[src/rtl/conv_code_ctrl_pkg.sv]
// Shared constants and state encoding for the convolutional-encoder sequencer.
// Also lists the data-bits-per-symbol values the modem's rate table can produce.
package conv_code_ctrl_pkg;

    typedef enum logic [2:0] {
        ST_IDLE,
        ST_SIG,
        ST_DATA,
        ST_TAIL,
        ST_PAD,
        ST_FIN
    } state_t;

    localparam int SIG_BITS  = 24;
    localparam int TAIL_BITS = 6;

    localparam int N_RATES = 8;
    localparam int NDBPS_TABLE [N_RATES] = '{24, 36, 48, 72, 96, 144, 192, 216};

endpackage

[src/rtl/conv_code_ctrl_if.sv]
// PSDU byte stream into the sequencer: valid/ready handshake, one byte per transfer.
interface conv_code_ctrl_if;

    logic [7:0] byte_din;
    logic       byte_vld;
    logic       byte_rdy;

    modport master (output byte_din, output byte_vld, input byte_rdy);
    modport slave  (input byte_din, input byte_vld, output byte_rdy);

endinterface

[src/rtl/conv_byte_ser.sv]
// Byte holding register and LSB-first serialiser. A byte arriving into an empty
// holder is usable in the same cycle, so byte boundaries never cost a bubble.
module conv_byte_ser (
    input  logic             din_clk,
    input  logic             rst,
    input  logic             active,
    input  logic             more,
    input  logic             enc_rdy,
    conv_code_ctrl_if.slave  byte_if,
    output logic             take,
    output logic             bit_vld,
    output logic             bit_out
);

    logic [7:0] hold;
    logic [2:0] idx;
    logic       empty;
    logic       adv_hold;

    assign adv_hold = active && enc_rdy && !empty;

    // Refill either into an empty holder or while its last bit leaves this cycle.
    assign byte_if.byte_rdy = active && more && (empty || (adv_hold && idx == 3'd7));
    assign take             = byte_if.byte_vld && byte_if.byte_rdy;

    assign bit_vld = !empty || take;
    assign bit_out = empty ? byte_if.byte_din[0] : hold[idx];

    // NOTE: sequential state uses non-blocking assignments so every register
    // samples the pre-edge values regardless of statement order.
    always_ff @(posedge din_clk or posedge rst) begin
        if (rst) begin
            hold  <= '0;
            idx   <= '0;
            empty <= 1'b1;
        end else if (take) begin
            hold  <= byte_if.byte_din;
            empty <= 1'b0;
            // Bit 0 went straight out if the holder was empty and the encoder was ready.
            idx   <= (empty && enc_rdy) ? 3'd1 : 3'd0;
        end else if (adv_hold) begin
            idx <= idx + 3'd1;
            if (idx == 3'd7) begin
                empty <= 1'b1;
            end
        end
    end

endmodule

[src/rtl/conv_code_ctrl.sv]
// Frame sequencer ahead of the convolutional encoder: SIGNAL field, PSDU bits,
// tail and symbol padding, serialised one bit per encoder-ready cycle.
module conv_code_ctrl
    import conv_code_ctrl_pkg::*;
#(
    parameter int LEN_W   = 12,
    parameter int NDBPS_W = 9
) (
    input  logic               din_clk,
    input  logic               rst,
    input  logic               start,
    input  logic [23:0]        sig_word,
    input  logic [LEN_W-1:0]   data_len,
    input  logic [NDBPS_W-1:0] n_dbps,
    conv_code_ctrl_if.slave    byte_if,
    input  logic               enc_rdy,
    output logic               conv_din,
    output logic               conv_en,
    output logic               sig_flag,
    output logic               busy,
    output logic               done
);

    localparam int BIT_W = LEN_W + 3;

    state_t             state;
    logic [23:0]        sig_q;
    logic [LEN_W-1:0]   len_q;
    logic [LEN_W-1:0]   taken;
    logic [NDBPS_W-1:0] ndbps_q;
    logic [NDBPS_W-1:0] sym_cnt;
    logic [NDBPS_W-1:0] sym_nxt;
    logic [BIT_W-1:0]   bit_cnt;
    logic [BIT_W-1:0]   data_last;

    logic in_data;
    logic more;
    logic ser_take;
    logic ser_vld;
    logic ser_bit;
    logic emit;
    logic bit_val;

    assign in_data   = (state == ST_DATA);
    assign more      = (taken < len_q);
    assign data_last = {len_q, 3'b000} - BIT_W'(1);
    assign sym_nxt   = (sym_cnt == ndbps_q - NDBPS_W'(1)) ? '0 : sym_cnt + NDBPS_W'(1);

    conv_byte_ser u_ser (
        .din_clk (din_clk),
        .rst     (rst),
        .active  (in_data),
        .more    (more),
        .enc_rdy (enc_rdy),
        .byte_if (byte_if),
        .take    (ser_take),
        .bit_vld (ser_vld),
        .bit_out (ser_bit)
    );

    always_comb begin
        // NOTE: defaults first so no branch leaves these unassigned and no latch is inferred.
        emit    = 1'b0;
        bit_val = 1'b0;
        case (state)
            ST_SIG: begin
                emit    = enc_rdy;
                bit_val = sig_q[0];
            end
            ST_DATA: begin
                emit    = enc_rdy && ser_vld;
                bit_val = ser_bit;
            end
            ST_TAIL, ST_PAD: emit = enc_rdy;
            default: ;
        endcase
    end

    always_ff @(posedge din_clk or posedge rst) begin
        if (rst) begin
            state    <= ST_IDLE;
            sig_q    <= '0;
            len_q    <= '0;
            taken    <= '0;
            ndbps_q  <= '0;
            sym_cnt  <= '0;
            bit_cnt  <= '0;
            conv_din <= 1'b0;
            conv_en  <= 1'b0;
            sig_flag <= 1'b0;
            busy     <= 1'b0;
            done     <= 1'b0;
        end else begin
            conv_en  <= emit;
            conv_din <= emit && bit_val;
            sig_flag <= emit && (state == ST_SIG);

            if (ser_take) begin
                taken <= taken + LEN_W'(1);
            end

            case (state)
                ST_IDLE: begin
                    if (start) begin
                        sig_q   <= sig_word;
                        len_q   <= data_len;
                        ndbps_q <= n_dbps;
                        taken   <= '0;
                        bit_cnt <= '0;
                        sym_cnt <= '0;
                        busy    <= 1'b1;
                        state   <= ST_SIG;
                    end
                end
                ST_SIG: begin
                    if (emit) begin
                        sig_q <= sig_q >> 1;
                        if (bit_cnt == BIT_W'(SIG_BITS - 1)) begin
                            bit_cnt <= '0;
                            sym_cnt <= '0;
                            state   <= (len_q != '0) ? ST_DATA : ST_TAIL;
                        end else begin
                            bit_cnt <= bit_cnt + BIT_W'(1);
                        end
                    end
                end
                ST_DATA: begin
                    if (emit) begin
                        sym_cnt <= sym_nxt;
                        if (bit_cnt == data_last) begin
                            bit_cnt <= '0;
                            state   <= ST_TAIL;
                        end else begin
                            bit_cnt <= bit_cnt + BIT_W'(1);
                        end
                    end
                end
                ST_TAIL: begin
                    if (emit) begin
                        sym_cnt <= sym_nxt;
                        if (bit_cnt == BIT_W'(TAIL_BITS - 1)) begin
                            bit_cnt <= '0;
                            // A tail landing exactly on a symbol boundary needs no padding.
                            state   <= (sym_nxt == '0 || ndbps_q == '0) ? ST_FIN : ST_PAD;
                        end else begin
                            bit_cnt <= bit_cnt + BIT_W'(1);
                        end
                    end
                end
                ST_PAD: begin
                    if (emit) begin
                        sym_cnt <= sym_nxt;
                        if (sym_nxt == '0) begin
                            state <= ST_FIN;
                        end
                    end
                end
                ST_FIN: begin
                    // busy stays high through the done cycle so a coincident start is ignored.
                    if (!done) begin
                        done <= 1'b1;
                    end else begin
                        done  <= 1'b0;
                        busy  <= 1'b0;
                        state <= ST_IDLE;
                    end
                end
                default: state <= ST_IDLE;
            endcase
        end
    end

endmodule

[src/flat_wrapper.sv]
// flat-port wrapper written by rule: the top's interface ports become plain ports
module conv_code_ctrl_flat import conv_code_ctrl_pkg::*;
#(
    parameter int LEN_W   = 12,
    parameter int NDBPS_W = 9
)
  (din_clk, rst, start, sig_word, data_len, n_dbps, enc_rdy, conv_din, conv_en, sig_flag, busy, done, byte_if_byte_din, byte_if_byte_vld, byte_if_byte_rdy);
  conv_code_ctrl_if byte_if_i ();
  input  logic din_clk;
  input  logic rst;
  input  logic start;
  input  logic [23:0] sig_word;
  input  logic [LEN_W-1:0] data_len;
  input  logic [NDBPS_W-1:0] n_dbps;
  input  logic enc_rdy;
  output logic conv_din;
  output logic conv_en;
  output logic sig_flag;
  output logic busy;
  output logic done;
  input wire logic [$bits(byte_if_i.byte_din)-1:0] byte_if_byte_din;
  input wire logic [$bits(byte_if_i.byte_vld)-1:0] byte_if_byte_vld;
  output wire logic [$bits(byte_if_i.byte_rdy)-1:0] byte_if_byte_rdy;
  assign byte_if_i.byte_din = byte_if_byte_din;
  assign byte_if_i.byte_vld = byte_if_byte_vld;
  assign byte_if_byte_rdy = byte_if_i.byte_rdy;
  conv_code_ctrl #(.LEN_W(LEN_W), .NDBPS_W(NDBPS_W)) u_core (.din_clk(din_clk), .rst(rst), .start(start), .sig_word(sig_word), .data_len(data_len), .n_dbps(n_dbps), .byte_if(byte_if_i), .enc_rdy(enc_rdy), .conv_din(conv_din), .conv_en(conv_en), .sig_flag(sig_flag), .busy(busy), .done(done));
endmodule
[config.mk]
export PLATFORM = sky130hd
export DESIGN_NAME = conv_code_ctrl_flat
export DESIGN_NICKNAME = d
export VERILOG_FILES = /design/src/rtl/conv_code_ctrl_pkg.sv /design/src/rtl/conv_code_ctrl_if.sv /design/src/rtl/conv_byte_ser.sv /design/src/rtl/conv_code_ctrl.sv /design/src/flat_wrapper.sv
export SDC_FILE = /design/constraint.sdc
export NUM_CORES = 1
export LEC_CHECK = 0
export CORE_ASPECT_RATIO = 0.5
export CORE_MARGIN = 4
export CORE_UTILIZATION = 40
export CTS_CLUSTER_SIZE = 12
export DETAILED_ROUTE_END_ITERATION = 6
export GPL_ROUTABILITY_DRIVEN = 0
export GPL_TIMING_DRIVEN = 0
export SYNTH_ARGS = -nofsm -noshare
export SYNTH_HDL_FRONTEND = slang
export SYNTH_SLANG_ARGS = --single-unit
[constraint.sdc]
create_clock -name din_clk -period 3.15 [get_ports din_clk]
set_clock_uncertainty 0.15 [all_clocks]
set_input_delay 0.63 -clock din_clk [delete_from_list [all_inputs] [get_ports din_clk]]
set_output_delay 0.63 -clock din_clk [all_outputs]
set_load 0.03 [all_outputs]
==> results of run 1 <==
==> layer usage <==
layer,wire length [um],up-vias,global-route usage (%)
met5,0,-,0
met4,108,0,2.89
met3,686,11,3.60
met2,6700,111,28.9
met1,7590,2479,25.3
li1,-,2581,-
==> power by group through the flow <==
stage	Clock, mW	Sequential [mW]	Combinational, mW
6_report	1.12	1.37	0.269
5_1_grt	1.20	1.38	0.300
4_1_cts	1.15	1.37	0.261
3_5_place_dp	0	1.40	0.258
3_3_place_gp	0	1.39	0.246
2_1_floorplan	0	1.38	0.131
==> layout make-up <==
| class | instances | area, sq um | share of cell area, % |
|---|---|---|---|
| inverters | 36 | 139 | 1.87 |
| plain buffers | 34 | 156 | 2.10 |
| well taps | 198 | 248 | 3.33 |
| clock inverters | 7 | 77.6 | 1.04 |
| clock buffers | 9 | 225 | 3.03 |
| repair buffers | 86 | 818 | 11.0 |
| flip-flops and latches | 101 | 2540 | 34.1 |
| multi-input cells | 499 | 3240 | 43.5 |
==> cell families after synthesis <==
group / share of synthesized area, %
AOI/OAI and AO/OA: 16.9
buffers and inverters: 4.63
xor gates and xnor gates: 4.71
muxes: 6.79
DFF: 42.5
and+or+nand+nor: 20.2
adders and majority gates: 4.21
==> cell usage after synthesis, types with 3 or more instances <==
library cell,n
xor2_1,15
o21ai_0,68
a21o_1,4
nand2b_1,7
mux2i_1,28
mux2_2,7
a31oi_1,5
nor4b_1,3
or4_1,6
nor3_1,17
dfrtp_1,100
nand4_1,7
inv_1,36
nor4_1,8
a21oi_1,20
nor2_1,35
buf_1,3
or3_1,8
o211ai_1,3
a22o_1,6
nand3b_1,5
and4_1,5
o21ai_1,14
clkbuf_1,27
ha_1,20
a41oi_1,3
nand2_1,106
buf_2,4
xnor2_1,17
o31ai_1,9
and3_1,15
nand3_1,19
==> registers in the layout (all words and copies together), names as in the netlist <==
signal / cells
u_core.bit_cnt: 15
u_core.u_ser.empty: 1
u_core.conv_en: 1
u_core.sym_cnt: 9
u_core.sig_q: 24
u_core.busy: 1
u_core.ndbps_q: 9
u_core.conv_din: 1
u_core.taken: 12
u_core.state: 3
u_core.u_ser.idx: 3
u_core.len_q: 12
u_core.done: 1
u_core.u_ser.hold: 8
u_core.sig_flag: 1
==> how the worst max path moves through the flow <==
| stage | startpoint | endpoint | slack, ns | cells after the start |
|---|---|---|---|---|
| 4_1_cts | u_core.len_q[5] | u_core.bit_cnt[3] | -0.01 | 10 |
| 2_1_floorplan | u_core.len_q[9] | u_core.bit_cnt[3] | 0.22 | 10 |
| 6_report | u_core.len_q[1] | u_core.bit_cnt[4] | 0.13 | 12 |
| 5_1_grt | u_core.len_q[9] | u_core.bit_cnt[3] | -0.02 | 10 |
| 3_3_place_gp | u_core.len_q[6] | u_core.taken[10] | -0.30 | 11 |
| 3_5_place_dp | u_core.len_q[0] | u_core.bit_cnt[8] | -0.34 | 11 |
==> repair_timing <==
| action | CTS | global route |
|---|---|---|
| pin swaps | 4 | 4 |
| endpoints found under the setup margin | 42 | 29 |
| gates cloned | 0 | 1 |
| hold buffers | 0 | 0 |
| gates resized for setup | 20 | 23 |
| setup buffers | 4 | 17 |
==> worst max-delay path, stage by stage (launching register included) <==
cell	delay, ns
dfrtp_1	0.40
inv_1	0.13
ha_1	0.26
xor2_1	0.14
nand3_1	0.10
or4_4	0.51
nor4bb_4	0.33
a41o_1	0.32
buf_4	0.15
buf_6	0.13
nor2_1	0.05
o21ai_1	0.14
o31ai_2	0.08
==> reports/results.txt, run 1 <==
Reg-to-reg slack, setup: 0.13 ns
Final min period: 3.02 ns
CP Max Fanout: 10
Fillers: 1,382
# IOs: 64
Chip Width: 180 um
GRT Overall Usage: 17.9%
Max Root-Sink Buffers: 2
Switch Pwr: 0.737 mW
Synth-to-Final Area Change: 25.1%
Pwr Density: 371 nW/um^2
Final period utilization: 95.9%
Yosys reg bits: 101
Syn_area_per_cell: 8.86 sq um
Peak VDD IR: 250 uV
Root Driver: clkbuf_16
Initial Utilization: 41.0%
Post-route DRC: 0
Ys async rst share: 100%
Clock-pin slew on the worst setup and hold paths: 0.08 ns
Mapped cell area: 5950 sq um
Final Util: 51.3%
Synthesized instance count: 671
Slew @ Worst Pin: 0.879 ns
Largest area contributor in the netlist: dfrtp_1
Post-layout nets: 845
Core area: 14,500 sq um
Rel. slew slack: 40.9%
Critical Path RT: 3.22 ns
Most common cell after layout, fill and taps aside: nand2_1
Yosys top cell area share: 42.1%
FP Rows: 31
R2R depth: 12
Detail Placement HPWL: 11,000 um
Setup TNS: 0 ns
Run status: complete, no violations
Hold Path Class: reg -> reg
Die height: 94.2 um
Clk Latency, worst-skew pair: 0.35 ns
Final setup violating endpoints: 0
Final worst-path setup slack: 0.130 ns
Synth top area cells: dfrtp_1 (42%), nand2_1 (6.7%), o21ai_0 (5.7%), mux2i_1 (4.7%), ha_1 (4.2%)
CTS Buf Count: 9
Largest net degree at the start of global routing: 40
Max-slew violation count: 0
CP Capture Type: flop
Post-route cell area: 7440 sq um
Final Hold Viols: 0
Post-Route WL: 15,100 um
Syn Nets: 749
Clk pwr share: 40.5%
Share of cells above drive strength 1: 11.1%
First-pass GRT wire length: 24,800 um
Post-synth cell types: 63
CP startpoint kind: flop
Remaining antenna violation count: 0
Via density: 5.34
Ys Warns: 0
Post-Layout Cell Count: 970
Placed cell areas: 6860 sq um
Sequential-to-total area share from yosys stat: 42.5%
Number of flops mapped to enable cells by yosys: 0
Vias in the first global route: 4,893
# placed instances: 933
Ant. Diodes: 0
Worst slack at placement: -0.337 ns
Seq pwr share: 49.7%
Initial antenna violation count: 0
Kind of critical path: reg -> reg
I/O Buffers: 62
Worst r2r dst: u_core.bit_cnt[4]
Initial DRC Count: 408
Int Power: 2.02 mW
Sw Share: 26.7%
Commonest cells after routing, fill and taps aside: nand2_1 (106), dfrtp_1 (94), o21ai_0 (67)
# Max-Cap Violations: 0
Routed wire length per instance: 15.5 um
Pwr Total: 2.76 mW
Worst Hold Path EP: u_core.u_ser.hold[0]
Hold slack: 0.326 ns
Reg2Reg Launch Point: u_core.len_q[1]
Vias post-DR: 5,182
CTS tree: yes
Static leakage: 3.30 nW
Total die area: 17,000 sq um
Hold path cells: 2
Comb pwr share: 9.7%
Drt pass-1 iters: 5
Min-delay src: u_core.u_ser.hold[0]
H-tree Lvls: 3
Primary FF master, synth: dfrtp_1
Crit path DAT: 3.09 ns
Global route overflow: 0
Fmax: 331 MHz
Clock sink total: 101
Power figures use the tool's default switching activity.
==> inputs of run 2 (changes only) <==
Settings changed: CAP_MARGIN set to 15.
==> results of run 2 <==
The final DEF is identical to that of run 1; final timing and power are the same.
==> inputs of run 3 (changes only) <==
==> constraint.sdc (replaced) <==
create_clock -name din_clk -period 2.7 [get_ports din_clk]
set_clock_uncertainty 0.15 [all_clocks]
set_input_delay 0.54 -clock din_clk [delete_from_list [all_inputs] [get_ports din_clk]]
set_output_delay 0.54 -clock din_clk [all_outputs]
set_load 0.1 [all_outputs]
==> run 3 against run 2 <==
The flow now finishes with violations (setup timing). Register-to-register slack got worse by 0.31 ns. Clock power increased by 19%. Cell count increased by 3.3%. Largest cell class unchanged. Critical path type unchanged. Largest power group unchanged.
==> reports/results.txt, run 3 (synthesized netlist as in run 1, its figures left out) <==
Clock-pin slew on the worst setup and hold paths: 0.08 ns
Drt pass-1 iters: 5
Clock sink total: 101
Max-slew violation count: 0
Initial DRC Count: 457
Post-route DRC: 0
Slew @ Worst Pin: 0.970 ns
R2R depth: 11
Final period utilization: 107%
Placed cell areas: 6900 sq um
Seq pwr share: 49.5%
Global route overflow: 0
Chip Width: 180 um
First-pass GRT wire length: 26,900 um
Switch Pwr: 0.917 mW
Largest net degree at the start of global routing: 36
Area occupied by multi-input gates: 3770 sq um
Core area: 14,500 sq um
CP startpoint kind: flop
Detail Placement HPWL: 10,800 um
Max Root-Sink Buffers: 2
Initial antenna violation count: 0
Post-route cell area: 8370 sq um
Final Hold Viols: 0
Min-delay src: u_core.u_ser.hold[2]
Static leakage: 3.63 nW
# Max-Cap Violations: 0
Routed wire length per instance: 16.4 um
Sw Share: 27.8%
Critical Path Start: u_core.len_q[5]
Final setup violating endpoints: 33
Synth-to-Final Area Change: 40.8%
Hold Path Class: reg -> reg
Final Util: 57.7%
Kind of critical path: reg -> reg
Pwr Total: 3.30 mW
Rel. slew slack: 35.1%
Comb pwr share: 10.2%
Vias in the first global route: 5,281
Total die area: 17,000 sq um
# IOs: 64
H-tree Lvls: 3
Fillers: 1,259
Reg2Reg Launch Point: u_core.len_q[5]
CTS tree: yes
Hold slack: 0.328 ns
Share of cells above drive strength 1: 25.2%
Commonest cells after routing, fill and taps aside: nand2_1 (100), dfrtp_1 (91), clkdlybuf4s50_1 (60)
Critical Path RT: 2.77 ns
Post-layout nets: 877
Most common cell after layout, fill and taps aside: nand2_1
Register with the most flip-flops: u_core.sig_q
RSZ-0062 raised after global routing: true
Number of flip-flops in the largest register: 24
Vias post-DR: 5,508
Top flop regs: u_core.sig_q (24), u_core.bit_cnt (15)
Clk pwr share: 40.2%
Hold path cells: 2
Remaining antenna violation count: 0
Pwr Density: 394 nW/um^2
Post-Route WL: 16,400 um
Int Power: 2.39 mW
Final min period: 2.88 ns
Initial Utilization: 41.0%
CP Max Fanout: 4
CP Capture Type: flop
Die height: 94.2 um
FP Rows: 31
Ant. Diodes: 0
Fmax: 347 MHz
Final worst-path setup slack: -0.184 ns
GRT Overall Usage: 19.3%
Root Driver: clkbuf_16
Storage cell area: 2540 sq um
Peak VDD IR: 296 uV
Violated checks: setup timing
Via density: 5.50
Crit path DAT: 2.96 ns
I/O Buffers: 62
CTS Buf Count: 9
Clk Latency, worst-skew pair: 0.36 ns
Run status: complete, but fails checks
-- run 3: cell types whose count changed in the layout (fill, tap and decap cells not counted), sizes merged --
cell / delta
clkdlybuf4s50: -1
clkbuf: -3
dlygate4sd2: +1
buf: +35
-- run 3: repair_timing --
item                       4_1_cts  5_1_grt
pin swaps                       29       35
buffers inserted                39       17
hold buffers                     0        0
resized for setup               95       89
gates cloned                     3        0
setup endpoints to repair       60       53
-- run 3: cell type report --
| class | count | area share, % |
|---|---|---|
| plain buffers | 29 | 2.12 |
| clock buffers | 9 | 2.69 |
| clock inverters | 7 | 0.926 |
| inverters | 36 | 1.81 |
| multi-input cells | 499 | 45.0 |
| flip-flops and latches | 101 | 30.3 |
| well taps | 198 | 2.96 |
| repair buffers | 123 | 14.1 |
-- run 3: path summary, 6_finish.rpt --
kind | to | slack, ns
hold / removal | u_core.u_ser.hold[2] | 0.33
setup reg to reg | u_core.state[0] | -0.18
min in group asynchronous | u_core.sig_flag | 0.53
setup / recovery | u_core.state[0] | -0.18
max in group asynchronous | u_core.bit_cnt[8] | 0.98
hold reg to reg | u_core.u_ser.hold[2] | 0.33
-- run 3: stage by stage --
stage                     setup TNS [ns]  setup slack [ns]  std cells
after floorplan                   -0.438            -0.330        671
after global placement            -59.34            -0.866        931
after detailed placement          -23.10            -0.848        933
after CTS                          -2.39            -0.172        989
after global routing               -7.04            -0.320       1002
final                              -3.23            -0.184       1002
-- run 3: power by group through the flow --
| stage | clock network (mW) | logic, mW | registers, mW |
|---|---|---|---|
| after floorplan | 0 | 0.153 | 1.62 |
| after global placement | 0 | 0.297 | 1.63 |
| after detailed placement | 0 | 0.308 | 1.63 |
| after CTS | 1.35 | 0.340 | 1.60 |
| after global routing | 1.42 | 0.371 | 1.65 |
| final | 1.33 | 0.337 | 1.64 |
-- run 3: per-layer routing --
metal | GRT usage (%) | up-vias | wire, um | share of wire [%]
met2 | 31.1 | 130 | 7540 | 46
met1 | 27.3 | 2705 | 7960 | 48
met5 | 0 | - | 0 | 0
met3 | 3.40 | 16 | 717 | 4.4
li1 | - | 2657 | - | -
met4 | 4.78 | 0 | 208 | 1.3
-- run 3: worst max-delay path, stage by stage (launching register included) --
cell and delay [ns]:
dfrtp_2 0.43, inv_4 0.07, ha_4 0.19, a21o_1 0.18, a221oi_4 0.33, o21ai_4 0.14, a311o_1 0.44, o21ai_4 0.22
buf_6 0.13, o221ai_4 0.13, a311oi_2 0.27, a221oi_2 0.05
